--- src/rtl/mem_loader.sv ---
// Boot loader: assembles little-endian words from a UART byte stream into data memory,
// then hands the memory port to the core through a combinational pass-through mux.
module mem_loader #(
  parameter int unsigned MEMORY_SIZE = 262143,
  parameter int unsigned BASE_ADDR   = 0
) (
  input  logic        clk,
  input  logic        rstn,
  input  logic        rx_valid,
  input  logic [7:0]  rx_data,
  input  logic        core_we,
  input  logic [31:0] core_addr,
  input  logic [31:0] core_w_data,
  output logic [31:0] core_r_data,
  output logic        mem_we,
  output logic [31:0] mem_addr,
  output logic [31:0] mem_w_data,
  input  logic [31:0] mem_r_data,
  output logic        loading,
  output logic        done,
  output logic        error
);

  typedef enum logic [1:0] {
    ST_HDR,
    ST_DATA,
    ST_DONE,
    ST_ERR
  } state_t;

  // Widened to 33 bits so the capacity check cannot overflow for a full memory.
  localparam logic [32:0] MaxWords = 33'(MEMORY_SIZE) + 33'd1 - 33'(BASE_ADDR);

  state_t      state_q, state_d;
  logic [1:0]  byteCnt_q, byteCnt_d;
  logic [31:0] shift_q, shift_d;
  logic [31:0] wordCnt_q, wordCnt_d;
  logic [31:0] wordIdx_q, wordIdx_d;
  logic        memWe_q, memWe_d;
  logic [31:0] memAddr_q, memAddr_d;
  logic [31:0] memWData_q, memWData_d;

  logic [31:0] assembled;
  logic        byteAccept;

  always_ff @(posedge clk) begin
    if (!rstn) begin
      state_q    <= ST_HDR;
      byteCnt_q  <= 2'd0;
      shift_q    <= 32'd0;
      wordCnt_q  <= 32'd0;
      wordIdx_q  <= 32'd0;
      memWe_q    <= 1'b0;
      memAddr_q  <= 32'd0;
      memWData_q <= 32'd0;
    end else begin
      state_q    <= state_d;
      byteCnt_q  <= byteCnt_d;
      shift_q    <= shift_d;
      wordCnt_q  <= wordCnt_d;
      wordIdx_q  <= wordIdx_d;
      memWe_q    <= memWe_d;
      memAddr_q  <= memAddr_d;
      memWData_q <= memWData_d;
    end
  end

  // Bytes shift in from the top, so after four bytes the first one sits in bits 7:0.
  assign assembled  = {rx_data, shift_q[31:8]};
  assign byteAccept = rx_valid &&
                      ((state_q == ST_HDR) ||
                       ((state_q == ST_DATA) && (wordIdx_q != wordCnt_q)));

  always_comb begin
    state_d    = state_q;
    byteCnt_d  = byteCnt_q;
    shift_d    = shift_q;
    wordCnt_d  = wordCnt_q;
    wordIdx_d  = wordIdx_q;
    memWe_d    = 1'b0;
    memAddr_d  = memAddr_q;
    memWData_d = memWData_q;

    if (byteAccept) begin
      shift_d   = assembled;
      byteCnt_d = byteCnt_q + 2'd1;
      if (byteCnt_q == 2'd3) begin
        if (state_q == ST_HDR) begin
          wordCnt_d = assembled;
          wordIdx_d = 32'd0;
          if (assembled == 32'd0) begin
            state_d = ST_DONE;
          end else if ({1'b0, assembled} > MaxWords) begin
            state_d = ST_ERR;
          end else begin
            state_d = ST_DATA;
          end
        end else begin
          memWe_d    = 1'b1;
          memAddr_d  = 32'(BASE_ADDR) + wordIdx_q;
          memWData_d = assembled;
          wordIdx_d  = wordIdx_q + 32'd1;
        end
      end
    end

    // Leave DATA only once the final write pulse is actually on the port.
    if ((state_q == ST_DATA) && memWe_q && (wordIdx_q == wordCnt_q)) begin
      state_d = ST_DONE;
    end
  end

  assign done        = (state_q == ST_DONE);
  assign error       = (state_q == ST_ERR);
  assign loading     = (state_q == ST_HDR) || (state_q == ST_DATA);
  assign core_r_data = mem_r_data;
  assign mem_we      = done ? core_we     : memWe_q;
  assign mem_addr    = done ? core_addr   : memAddr_q;
  assign mem_w_data  = done ? core_w_data : memWData_q;

endmodule

--- config.mk ---
export PLATFORM = sky130hd
export DESIGN_NAME = mem_loader
export DESIGN_NICKNAME = d
export VERILOG_FILES = /design/src/rtl/mem_loader.sv
export SDC_FILE = /design/constraint.sdc
export NUM_CORES = 1
export LEC_CHECK = 0
export ABC_AREA = 1
export CORE_MARGIN = 4
export CORE_UTILIZATION = 54
export DETAILED_ROUTE_END_ITERATION = 12
export PLACE_DENSITY = 0.87
export SYNTH_ARGS = -nofsm -noshare
export SYNTH_HDL_FRONTEND = slang
export SYNTH_SLANG_ARGS = --single-unit
export TNS_END_PERCENT = 10
--- constraint.sdc ---
create_clock -name clk -period 5.2 [get_ports clk]
set_input_delay 1.56 -clock clk [delete_from_list [all_inputs] [get_ports clk]]
set_output_delay 1.56 -clock clk [all_outputs]
set_load 0.02 [all_outputs]
==> results.md <==
- DIE AREA: 0.01734 mm²
- Syn Inst Count: 1,311
- Clock latency on the worst-skew pair: 0.43 ns
- Net Sw Frac: 23.43%
- R2R Path Start: wordIdx_q[23]$_SDFFE_PN0P_
- Antenna cells: 0
- Post-CTS setup buffer count: 0
- Startpoint Class: primary input
- Status: completed
- Top cell by count, worst path: clkdlybuf4s50_1
- Setup Viol. Count Final: 0
- Min Tclk post-route: 4.430 ns
- HP Class: flop to flop
- Synth async-reset ratio: 0%
- Clock Pin Slew Worst Setup and Hold Paths: 0.06 ns
- Final Slew Violations: 0
- WL per Instance: approximately 14 µm
- Fin. Hold Viols: 0
- Int Pwr: about 2 mW
- Reg2reg end: memAddr_q[5]$_SDFFE_PN0P_
- Slew Limit Headroom: roughly a fifth
- Hold Crit Depth: 2
- Port Buf Inserts: ~140
- Seq/Total Area, Yosys: 38.04%
- Setup Skew: 0.007910 ns
- Worst path arrival time: 2.87 ns
- Mean post-synth cell area: 6.303 µm²
- Synthesis-to-finish area growth: 20.44%
- Critical Path RT: roughly 3.6 ns
- Starting density of the core: about 56%
- Global-route wire length before repair: 36,890 µm
- Die Y: between 100 and 150 µm
- Reg power frac: 46.8%
- Final Power: 2.655 mW
- Crit path cell chain: clkdlybuf4s50_1, nand2_1, o21ai_0, clkdlybuf4s50_1
- Static leakage: between 4 and 5 nW
- I/O pins: 208
- Initial antenna violation count: 0
- Vias per cell: 5.163
- Unrepaired setup endpoints after global routing: no
- Post-synthesis cell type count: 27
- DRC violations left: 0
- Netlist Area Pre-Place: about 0.0083 mm²
- CP Class: primary input to output pin
- Vias after detailed routing: ~8,100
- Clk pwr share: 46.4%
- Met1 GRT Util: 32.10%
- Crit end category: output pin
- Worst vdd ir: slightly above 0.2 mV
- Clk sinks: approximately 160
- Slowest-stage cell, CP: clkdlybuf4s50_1
- Worst Tran Pin Value: around 1.2 ns
- Post-synth top area cell: dfxtp_1
- DRT Pass-1 Iters: 5
- Setup slack, reg-to-reg: 2.01 ns
- Worst Hold Launch: memAddr_q[0]$_SDFFE_PN0P_
- Top cells by count, synth: nand2_1, nor2_1, dfxtp_1
- Top cell type's share of synthesized area: 38.04%
- Core Area: 0.01475 mm²
- Vias in the first global route: around 7,600
- Initial drt markers: 740
- R2R cell count: 15
- Detail Placement HPWL: 16,010 µm
- Main flop type after synthesis: dfxtp_1
- Hold endpoint: memAddr_q[0]$_SDFFE_PN0P_
- Grt ovf: 0
- Worst-path fanout max: 1
- Final hold slack: roughly 0.46 ns
- CTS Buffer Depth: 2
- Total CTS buffers: 17
- Busiest grt layer: met2
- CP max stage delay: 0.67 ns
- GRT Util Overall: between 20% and 30%
- Met2 Usage GRT: 42.92%
- P per Cell Area: 266.8 mW/mm²
- Combinational Power Share: 6.9%
- Routed Antenna Nets: 0
- Layout Nets: 1,480
- Routed WL: 22,520 µm
- Switching power: 622.0 µW
- CTS tree: done
- Setup TNS Final: 0 ns
- Max-cap violation count: 0
- Count leader, synth: nand2_1
- # resized after CTS: 0
- Post-synth EDFFs: 0
- Placer Congestion: between 0.9 and 1
- Row Count: 44
- M3 GR Usage: 6.690%
- Fin crit share: a little under nine tenths
- Root Driver: clkbuf_16
- Fmax: about 0.23 GHz
- Synth warn: 0
- Top cells by area, synth: dfxtp_1, nand2_1, nor2_1
- Flops & latches, synth: 157
- Cts hold-fix bufs: 0
- Die Wd: about 130 µm
- H-tree levels: 4
- Syn Nets: around 1,400
- Largest net degree at the start of global routing: 92
- Share of layout cells above drive strength 1: 3.760%
## area by class of cell
class | instances | area [µm²]
Clock inverter | 12 | 136.4
Clock buffer | 20 | 446.7
Sequential cell | 157 | 3143
Timing Repair Buffer | 152 | 1509
Inverter | 144 | 540.5
Fill cell | 1268 | 4802
Multi-Input combinational cell | 898 | 3946
Tap cell | 184 | 230.2
## metal layers
layer / vias up / routed length (µm) / share of wire (%)
met5: - / 0 / 0
met4: 0 / 764 / 3.4
met3: 69 / 1877 / 8.3
met2: 342 / 10290 / 46
met1: 3548 / 9586 / 43
li1: 4132 / - / -
## power by group through the flow
stage / clock [mW] / combinational, mW / sequential (mW)
3_5_place_dp: 0 / 0.179 / 1.27
2_1_floorplan: 0 / 0.125 / 1.26
6_report: 1.23 / 0.182 / 1.24
4_1_cts: 1.24 / 0.182 / 1.24
3_3_place_gp: 0 / 0.176 / 1.27
5_1_grt: 1.30 / 0.200 / 1.24
## worst max path at each step
stage | slack (ns) | from | depth (start not counted) | end
after detailed placement | 0.74 | core_addr[6] | 4 | mem_addr[6]
after CTS | 0.74 | core_addr[6] | 4 | mem_addr[6]
after floorplan | 1.77 | core_we | 1 | mem_we
final | 0.77 | core_addr[6] | 4 | mem_addr[6]
after global placement | 0.74 | core_addr[6] | 4 | mem_addr[6]
after global routing | 0.74 | core_w_data[2] | 4 | mem_w_data[2]
## flip-flops by register name (all words and copies together) (netlist names)
register    cells
shift_q        24
memWData_q     32
wordCnt_q      32
memAddr_q      32
wordIdx_q      32
state_q         2
memWe_q         1
byteCnt_q       2
## metrics by stage
| step | instance area [µm²] | utilization, % | cells | setup slack [ns] |
|---|---|---|---|---|
| detailed placement | 9369 | 63.50 | 1535 | 0.7423 |
| global placement | 9369 | 63.50 | 1535 | 0.7390 |
| CTS | 9952 | 67.45 | 1567 | 0.7415 |
| global route | 9952 | 67.45 | 1567 | 0.7403 |
| floorplan | 8263 | - | 1311 | 1.775 |
| finish | 9952 | 67.45 | 1567 | 0.7701 |
## cells in the final DEF, fill, tap and decap left out, drive strengths merged
master / synthesis / routed
a21oi: 65 / 65
buf: 72 / 10
bufinv: 0 / 2
clkbuf: 40 / 20
clkdlybuf4s50: 0 / 142
clkinv: 1 / 5
clkinvlp: 0 / 2
dfxtp: 157 / 157
ha: 2 / 2
inv: 143 / 147
mux2: 1 / 1
nand2: 386 / 386
nand3: 47 / 47
nand3b: 1 / 1
nand4: 18 / 18
nor2: 210 / 210
nor3: 8 / 8
nor4: 6 / 6
o21ai: 119 / 119
o22ai: 2 / 2
xnor2: 13 / 13
xor2: 20 / 20
## worst max-delay path: cells and delay by family
| family | cells | cell delay [ns] |
|---|---|---|
| compound gates | 1 | 0.14 |
| simple gates | 1 | 0.04 |
| buf+inv | 2 | 1.12 |
## kinds of logic (layout without fill, tap and decap cells)
kind of cell | count (synthesis) | after routing | synth area share (%)
AOI/OAI and AO/OA | 186 | 186 | 11.30
xor gates and xnor gates | 33 | 33 | 3.498
adders and majority gates | 2 | 2 | 0.3028
buffers and inverters | 256 | 328 | 14.29
DFF | 157 | 157 | 38.04
muxes | 1 | 1 | 0.1363
and+or+nand+nor | 676 | 676 | 32.44
No activity file was read; power rests on OpenSTA's default activity.
